File: src/rtl/y_row_fetch_seq.sv
// -----------------------------------------------------------------------------
// y_row_fetch_seq
//
// Purpose:
//   Fetches one Y-matrix row for the change-in-Y path. For each accepted row
//   number, the block reads the pointer line at row>>4. It extracts the 11-bit
//   start address from field row[3:0], then reads the two consecutive data
//   lines at addr and addr+1. Both lines go to the update datapath.
//   Only one request is in flight at a time. The SRAM has a fixed read latency
//   of RD_LAT cycles.
//
// Ports:
//   clock        in   1       system clock
//   reset        in   1       asynchronous, active-low reset
//   req_valid    in   1       request row number valid
//   req_ready    out  1       block can accept a request (only in IDLE)
//   req_row      in   16      Y row number; bit 15 set marks an out-of-range row
//   mem_rd_en    out  1       SRAM read strobe, one cycle per read
//   mem_rd_addr  out  ADDR_W  SRAM read address (holds between reads)
//   mem_rd_data  in   DATA_W  SRAM read data, valid RD_LAT cycles after strobe
//   out_valid    out  1       result valid, held until out_ready
//   out_ready    in   1       consumer accepts result
//   out_addr     out  ADDR_W  start address of the row (all ones if empty/error)
//   out_line0    out  DATA_W  data line at out_addr
//   out_line1    out  DATA_W  data line at out_addr+1
//   out_empty    out  1       row pointer was all ones; lines are zero
//   out_err      out  1       row number out of range; no SRAM access made
//   busy         out  1       sequencer not idle
// -----------------------------------------------------------------------------
module y_row_fetch_seq #(
    parameter int RD_LAT = 2,
    parameter int ADDR_W = 11,
    parameter int DATA_W = 256
) (
    input  logic              clock,
    input  logic              reset,
    input  logic              req_valid,
    output logic              req_ready,
    input  logic [15:0]       req_row,
    output logic              mem_rd_en,
    output logic [ADDR_W-1:0] mem_rd_addr,
    input  logic [DATA_W-1:0] mem_rd_data,
    output logic              out_valid,
    input  logic              out_ready,
    output logic [ADDR_W-1:0] out_addr,
    output logic [DATA_W-1:0] out_line0,
    output logic [DATA_W-1:0] out_line1,
    output logic              out_empty,
    output logic              out_err,
    output logic              busy
);

    // Pointer value meaning "row has no entries"; also the idle/error address.
    localparam logic [ADDR_W-1:0] NULL_PTR = '1;
    localparam int                CNT_W    = $clog2(RD_LAT + 1) + 1;

    typedef enum logic [2:0] {
        S_IDLE,
        S_PTR_RD,
        S_PTR_WAIT,
        S_DAT_RD0,
        S_DAT_RD1,
        S_DAT_WAIT,
        S_OUT
    } state_t;

    state_t              r_state;
    logic [CNT_W-1:0]    r_cnt;
    logic [3:0]          r_k;
    logic                r_req_ready;
    logic                r_mem_rd_en;
    logic [ADDR_W-1:0]   r_mem_rd_addr;
    logic                r_out_valid;
    logic [ADDR_W-1:0]   r_out_addr;
    logic [DATA_W-1:0]   r_out_line0;
    logic [DATA_W-1:0]   r_out_line1;
    logic                r_out_empty;
    logic                r_out_err;
    logic                r_busy;

    logic [ADDR_W-1:0]   w_ptr;
    logic                w_accept;
    logic                w_line0_take;

    assign w_accept = req_valid && r_req_ready;

    // Field select within the pointer line. Only the low ADDR_W bits of each
    // 16-bit field carry the address; the upper bits are ignored.
    always_comb begin
        w_ptr = '0;
        for (int k = 0; k < 16; k++) begin
            if (r_k == 4'(k)) begin
                w_ptr = mem_rd_data[16*k +: ADDR_W];
            end
        end
    end

    // line0 returns one cycle before line1. When RD_LAT is 1, it arrives while
    // the second data read is still being issued (DAT_RD1). Otherwise it lands
    // in DAT_WAIT one count before line1.
    assign w_line0_take = ((r_state == S_DAT_RD1) && (RD_LAT == 1)) ||
                          ((r_state == S_DAT_WAIT) && (r_cnt == CNT_W'(2)));

    // Field index of the accepted request. It is data only and needs no reset.
    always_ff @(posedge clock) begin
        if (w_accept && (r_state == S_IDLE)) begin
            r_k <= req_row[3:0];
        end
    end

    always_ff @(posedge clock or negedge reset) begin
        if (!reset) begin
            r_state       <= S_IDLE;
            r_cnt         <= '0;
            r_req_ready   <= 1'b1;
            r_mem_rd_en   <= 1'b0;
            r_mem_rd_addr <= NULL_PTR;
            r_out_valid   <= 1'b0;
            r_out_addr    <= NULL_PTR;
            r_out_line0   <= '0;
            r_out_line1   <= '0;
            r_out_empty   <= 1'b0;
            r_out_err     <= 1'b0;
            r_busy        <= 1'b0;
        end else begin
            if (w_line0_take) begin
                r_out_line0 <= mem_rd_data;
            end

            case (r_state)
                S_IDLE: begin
                    if (w_accept) begin
                        r_req_ready <= 1'b0;
                        r_busy      <= 1'b1;
                        r_out_addr  <= NULL_PTR;
                        r_out_line0 <= '0;
                        r_out_line1 <= '0;
                        r_out_empty <= 1'b0;
                        r_out_err   <= 1'b0;
                        if (req_row[15]) begin
                            // Pointer line lies beyond the table; report
                            // without touching the SRAM.
                            r_out_err   <= 1'b1;
                            r_out_valid <= 1'b1;
                            r_state     <= S_OUT;
                        end else begin
                            r_mem_rd_en   <= 1'b1;
                            r_mem_rd_addr <= ADDR_W'(req_row[14:4]);
                            r_state       <= S_PTR_RD;
                        end
                    end
                end

                S_PTR_RD: begin
                    r_mem_rd_en <= 1'b0;
                    r_cnt       <= CNT_W'(RD_LAT);
                    r_state     <= S_PTR_WAIT;
                end

                S_PTR_WAIT: begin
                    // The count reaches 1 in the cycle the pointer line is on
                    // the bus.
                    if (r_cnt == CNT_W'(1)) begin
                        r_out_addr <= w_ptr;
                        if (w_ptr == NULL_PTR) begin
                            r_out_empty <= 1'b1;
                            r_out_valid <= 1'b1;
                            r_state     <= S_OUT;
                        end else begin
                            r_mem_rd_en   <= 1'b1;
                            r_mem_rd_addr <= w_ptr;
                            r_state       <= S_DAT_RD0;
                        end
                    end else begin
                        r_cnt <= r_cnt - CNT_W'(1);
                    end
                end

                S_DAT_RD0: begin
                    // Back-to-back second read. The increment wraps modulo the
                    // address space.
                    r_mem_rd_addr <= r_mem_rd_addr + ADDR_W'(1);
                    r_state       <= S_DAT_RD1;
                end

                S_DAT_RD1: begin
                    r_mem_rd_en <= 1'b0;
                    r_cnt       <= CNT_W'(RD_LAT);
                    r_state     <= S_DAT_WAIT;
                end

                S_DAT_WAIT: begin
                    if (r_cnt == CNT_W'(1)) begin
                        r_out_line1 <= mem_rd_data;
                        r_out_valid <= 1'b1;
                        r_state     <= S_OUT;
                    end else begin
                        r_cnt <= r_cnt - CNT_W'(1);
                    end
                end

                S_OUT: begin
                    if (out_ready) begin
                        r_out_valid <= 1'b0;
                        r_busy      <= 1'b0;
                        r_req_ready <= 1'b1;
                        r_state     <= S_IDLE;
                    end
                end

                default: begin
                    r_state <= S_IDLE;
                end
            endcase
        end
    end

    assign req_ready   = r_req_ready;
    assign mem_rd_en   = r_mem_rd_en;
    assign mem_rd_addr = r_mem_rd_addr;
    assign out_valid   = r_out_valid;
    assign out_addr    = r_out_addr;
    assign out_line0   = r_out_line0;
    assign out_line1   = r_out_line1;
    assign out_empty   = r_out_empty;
    assign out_err     = r_out_err;
    assign busy        = r_busy;

endmodule

File: config.mk
export PLATFORM = sky130hd
export DESIGN_NAME = y_row_fetch_seq
export DESIGN_NICKNAME = d
export VERILOG_FILES = /design/src/rtl/y_row_fetch_seq.sv
export SDC_FILE = /design/constraint.sdc
export NUM_CORES = 1
export LEC_CHECK = 0
export CAP_MARGIN = 25
export CORE_AREA = 2 2 316 318
export DETAILED_ROUTE_END_ITERATION = 10
export DIE_AREA = 0 0 318 320
export GPL_TIMING_DRIVEN = 0
export HOLD_SLACK_MARGIN = 0.15
export PLACE_DENSITY = 0.48
export SYNTH_ARGS = -nofsm -noshare
export SYNTH_HDL_FRONTEND = slang
export SYNTH_SLANG_ARGS = --single-unit
File: constraint.sdc
create_clock -name clock -period 2.72 [get_ports clock]
set_input_delay 0.544 -clock clock [delete_from_list [all_inputs] [get_ports clock]]
set_output_delay 0.544 -clock clock [all_outputs]
set_load 0.05 [all_outputs]
; ---- Word-level counts from Yosys, hierarchy flattened
; Index checks and enable logic that the tools add are counted.
; Widths: inputs -> output; s select.
[word_totals]
ff_bits = 550
input_bits = 276
output_inout_bits = 540
word_cells = 130
[op_classes]
add_sub_neg = 2
eq_ne = 33
muxes = 58
reduce_logical = 24
[ops]
columns = operator, n
row1 = $mux 256, 5
row2 = $pmux 256 s2, 1
row3 = $mux 11, 22
row4 = $pmux 11 s3, 1
row5 = $eq 4x4->1 const B, 8
row6 = $pmux 11 s2, 1
row7 = $mux 3, 7
row8 = $pmux 3 s7, 1
row9 = $eq 4x3->1 const B, 4
row10 = $ne 2x2->1 const B, 8
row11 = $mux 1, 14
row12 = $add 11x1->11 const B, 1
row13 = $eq 11x11->1 const B, 1
row14 = $reduce_and 5->1, 2
row15 = $eq 3x2->1 const B, 3
row16 = $eq 3x3->1 const B, 3
row17 = $reduce_and 3->1, 3
row18 = $eq 4x2->1 const B, 2
row19 = $reduce_and 4->1, 2
row20 = $reduce_bool 2->1, 4
row21 = $reduce_and 7->1, 1
row22 = $eq 3x1->1 const B, 2
row23 = $pmux 1 s2, 3
row24 = $pmux 3 s2, 1
row25 = other kinds (12), 17

; ---- Logic depth before layout (Yosys ltp)
[logic_depth]
ltp_word = 21
ltp_mapped = 12
ltp_nobuf = 10

; ---- Worst setup path before layout
; No wires, ideal clock.
[synth_timing]
kind = reg-to-reg
startpoint = register r_mem_rd_addr[1] (netlist: mem_rd_addr[1])
endpoint = register r_mem_rd_addr[10] (netlist: mem_rd_addr[10])
setup_ps = 60
arrival_ps = 2396
t_required_ps = 2660
slack_ps = 263
path_stages_with_launch = 9
path_buffers = 0
synth_period_minus_slack_ps = 2457
cell_sequence = dfstp_2 ha_1 and3_1 and3_1 or3b_2 xor2_1 a22oi_1 nand2b_1 o221a_2
[synth_via]
elab_chain_len = 2
[synth_lines]
columns = item, line_no
row1 = from (decl), 72  ; logic [ADDR_W-1:0] r_mem_rd_addr;
row2 = from (signal assigned), 148  ; r_mem_rd_addr <= ADDR_W'(req_row[14:4]);
row3 = from (signal assigned), 171  ; r_mem_rd_addr <= w_ptr;
row4 = from (signal assigned), 182  ; r_mem_rd_addr <= r_mem_rd_addr + ADDR_W'(1);
row5 = $add 11x1->11, 182
row6 = $pmux 11 s3, 130  ; case (r_state)
; Every way passes these cells.
; A chain may end at the register's enable or synchronous reset.

; ---- Worst setup path in the final report
[layout_timing]
startpoint = input port mem_rd_data[2]
endpoint = register r_mem_rd_addr[7] (netlist: mem_rd_addr[7])
[layout_via]
elab_chain_len = 19
[layout_lines]
columns = item, line_no
row1 = from (decl), 42  ; input logic [DATA_W-1:0] mem_rd_data,
row2 = $mux 11 (16 in series), 92  ; if (r_k == 4'(k)) begin
row3 = $eq 11x11->1, 165  ; if (w_ptr == NULL_PTR) begin
row4 = $ne 2x2->1 (no line), -
row5 = $reduce_and 5->1 (no line), -
; Every way passes these cells.

==> impl_results.md <==
* Outcome: finished with violations
* Failing checks: setup timing
* Initial Utilization at 0.2395
* Synth Warn # at 0
* H-tree Lvls at 3
* Compound-gate portion of the synthesized area at 0.2163
* Crit Path Class: in -> reg
* Grt total ovfl at 0
* Crit path cell chain: clkdlybuf4s50_1 > mux4_2 > nand2_1 > a31oi_1 > a311o_2 > o211ai_4 > buf_12 > nor4_4 > buf_6 > buf_4 > a2111oi_4 > a211oi_2
* Adder-Cell Fraction of Synth Area at 0.002133
* Largest family of logic cells by synthesized area: compound AO/OA/AOI/OAI gates
* Number of CTS-inserted buffers at 69
* Post-synth EDFFs at 4
* Worst path max stage delay at 670 ps
* Syn Nets at 2543
* Root Driver: clkbuf_16
* Final period utilization at 1.073
* Drt first pass iters at 5
* Row count at 115
* Endpoints failing setup at 16
* DR WL/cell at 29.35 µm
* Reg2Reg Launch Point: r_k[2]
* Max-slew headroom at 0.5171
* Post-Syn Instances at 2263
* Clock buffer depth at 3
* PwrDens at 1431 nW/µm²
* Layout cells sized above 1 at 0.1288
* Avg Cell Area, Syn at 10.37 µm²
* VDD IR max at 0.6620 mV
* Final net count at 3486
* Setup Skew at 28.62 ps
* Fmax at 0.3425 GHz
* FILL cells at 9831
* CP max stage cell: clkdlybuf4s50_1
* Worst Max-Slew Pin Slew at 724.4 ps
* Clock transition at the registers of the reported paths at 60 ps
* Routed Antenna Nets at 0
* Num ports at 816
* Hold Fails Final Rpt at 0
* Crit end category: flop
* R2R depth at 12
* Minimum clock period at 2920 ps
* CP max FO at 4
* FF+latch area at 13810 µm²
* Unrepaired setup endpoints after global routing: yes
* Worst setup margin at -199.7 ps
* CP endpoint: mem_rd_addr[7]
* Setup slack, reg-to-reg at -190 ps
* GRT Util Overall at 0.2554
* Vias/cell at 4.969
* Final Util at 0.3763
* Required @ worst endpoint at 3270 ps
* Initial antenna violation count at 19
* Post-Synth XOR/XNOR Area at 0.003359
* Die height at 320 µm
* Hpwl dp at 105300 µm
* Post-Place Worst Slack at -1271 ps
* Worst r2r dst: mem_rd_addr[7]
* P_leak at 15.56 nW
* WP depth at 12
* Buffers & Inverters on Critical Path at 4
* DRT Wirelength at 133600 µm
* Crit-path leading delay family: buffers and inverters
* Area growth, synth to finish at 57.16%
* CP startpoint: mem_rd_data[2]
* Post-synth top flop: dfrtp_1
* Largest net degree at the start of global routing at 114
* First-pass GRT wire length at 184600 µm
* Async SR Flop Fraction at 0.9927
* Skew-Pair Late Insertion Delay at 640 ps
* Die area at 101800 µm²
* Area taken by multi-input logic gates at 9196 µm²
* TritonCTS clock tree: built
* Distinct cells, synth at 88
* Worst setup SP type: input port
* Port bufs at 815
* Max cap viols at 0
* Simple-gate share of the synthesized area at 0.1290
* Die Width at 318 µm
* Via count of the first global-routing pass at 22270
* Max Slew Vio Count at 0
* Clock sinks at 550
* Critical Path AT at 3470 ps
* Placer Congestion at 0.9162
* Routed vias at 22620
* Seq cells post-synth at 550
* First DRT Iteration DRCs at 1565
* Mux cell area share after synthesis at 0.01946
* Class of the worst hold path: in -> async
* Sequential share of the synthesized area at 0.5887
* Synth Cell Area at 23460 µm²
* # DRC at 0
* Total core area at 97990 µm²
-- power by group --
part,switching [mW],total (mW),internal [mW]
sequential,2.25,14.3,12.0
clock,3.85,9.21,5.36
combinational,19.7,29.3,9.57
-- cell usage after synthesis, drive strengths merged (19+ instances only) --
cell | number | share of area
a21oi | 295 | 0.063
nand2 | 558 | 0.089
clkbuf | 153 | 0.024
mux2i | 22 | 0.0094
dfrtp | 523 | 0.56
nand3 | 19 | 0.0041
nor2 | 61 | 0.0099
dfstp | 23 | 0.026
inv | 21 | 0.0034
buf | 41 | 0.013
o21ai | 49 | 0.010
a22o | 258 | 0.096
-- repair_timing --
action                     CTS  global route
hold buffers                 1             0
cloned                       1             0
buffers inserted            35            11
resized for setup          188            77
hold endpoints to repair    72             0
setup endpoints to repair  522           466
pin swaps                   32            24
-- worst min path at each step --
stage | from | end | cells past startpoint
floorplan | reset | busy | 0
detailed placement | out_line1[230] | out_line1[230] | 1
CTS | req_row[0] | r_k[0] | 1
finish | reset | out_line1[29] | 2
global route | req_row[0] | r_k[0] | 1
global placement | out_line1[171] | out_line1[171] | 1
-- state kept, by name, summed over array words and instances (netlist names), 3 cells and up --
name         cells
mem_rd_addr     11
out_addr        11
out_line0      256
out_line1      256
r_cnt            3
r_k              4
r_state          3
-- logic make-up after synthesis --
group / count (synthesis)
AOI/OAI and AO/OA: 726
buffers and inverters: 215
muxes: 38
and+or+nand+nor: 721
xor gates and xnor gates: 9
adders and majority gates: 4
DFF: 550
-- final cells by class --
type	count	area share
timing repair buffer	875	0.2391
tap	1287	0.04367
buffer	191	0.02993
multi-input combinational	1498	0.2494
antenna	6	0.0004072
inverter	21	0.002443
clock inverter	24	0.005700
sequential	550	0.3746
clock buffer	101	0.05476
-- through the flow --
step / hold WS (ps) / instances / power (mW) / setup TNS, ps / instance area, µm²
2_1_floorplan: 248.4 / 2263 / 31.91 / 0 / 23460
3_3_place_gp: 487.0 / 4365 / 43.34 / - / 33230
3_5_place_dp: 490.2 / 4377 / 43.35 / -281930 / 33470
4_1_cts: 420.7 / 4537 / 53.01 / -2657 / 36590
5_1_grt: 439.2 / 4550 / 54.75 / -3695 / 36870
6_report: 464.4 / 4553 / 52.75 / -1957 / 36880
-- cell usage in the layout (no fill, tap or decap), types with 12 or more instances in the layout --
cell / Yosys / routed
clkdlybuf4s50_1: 0 / 812
nand2_1: 558 / 557
dfrtp_1: 523 / 523
a21oi_1: 295 / 291
a22o_1: 258 / 258
clkbuf_2: 0 / 85
clkbuf_1: 153 / 78
clkbuf_16: 0 / 71
nor2_1: 60 / 55
buf_4: 7 / 44
o21ai_0: 46 / 38
buf_6: 11 / 23
dfstp_2: 23 / 23
mux2i_1: 22 / 20
inv_1: 20 / 17
nand3_1: 19 / 15
clkinv_2: 0 / 15
clkbuf_8: 0 / 13
o22ai_1: 13 / 12
-- routing by layer --
| layer | GRT usage | up-vias | wire, µm |
|---|---|---|---|
| li1 | - | 9936 | - |
| met1 | 0.3337 | 11580 | 57310 |
| met2 | 0.4221 | 907 | 63650 |
| met3 | 0.05933 | 188 | 8718 |
| met4 | 0.07016 | 14 | 3850 |
| met5 | 0 | - | 86 |
No activity file was read; power rests on OpenSTA's default activity.
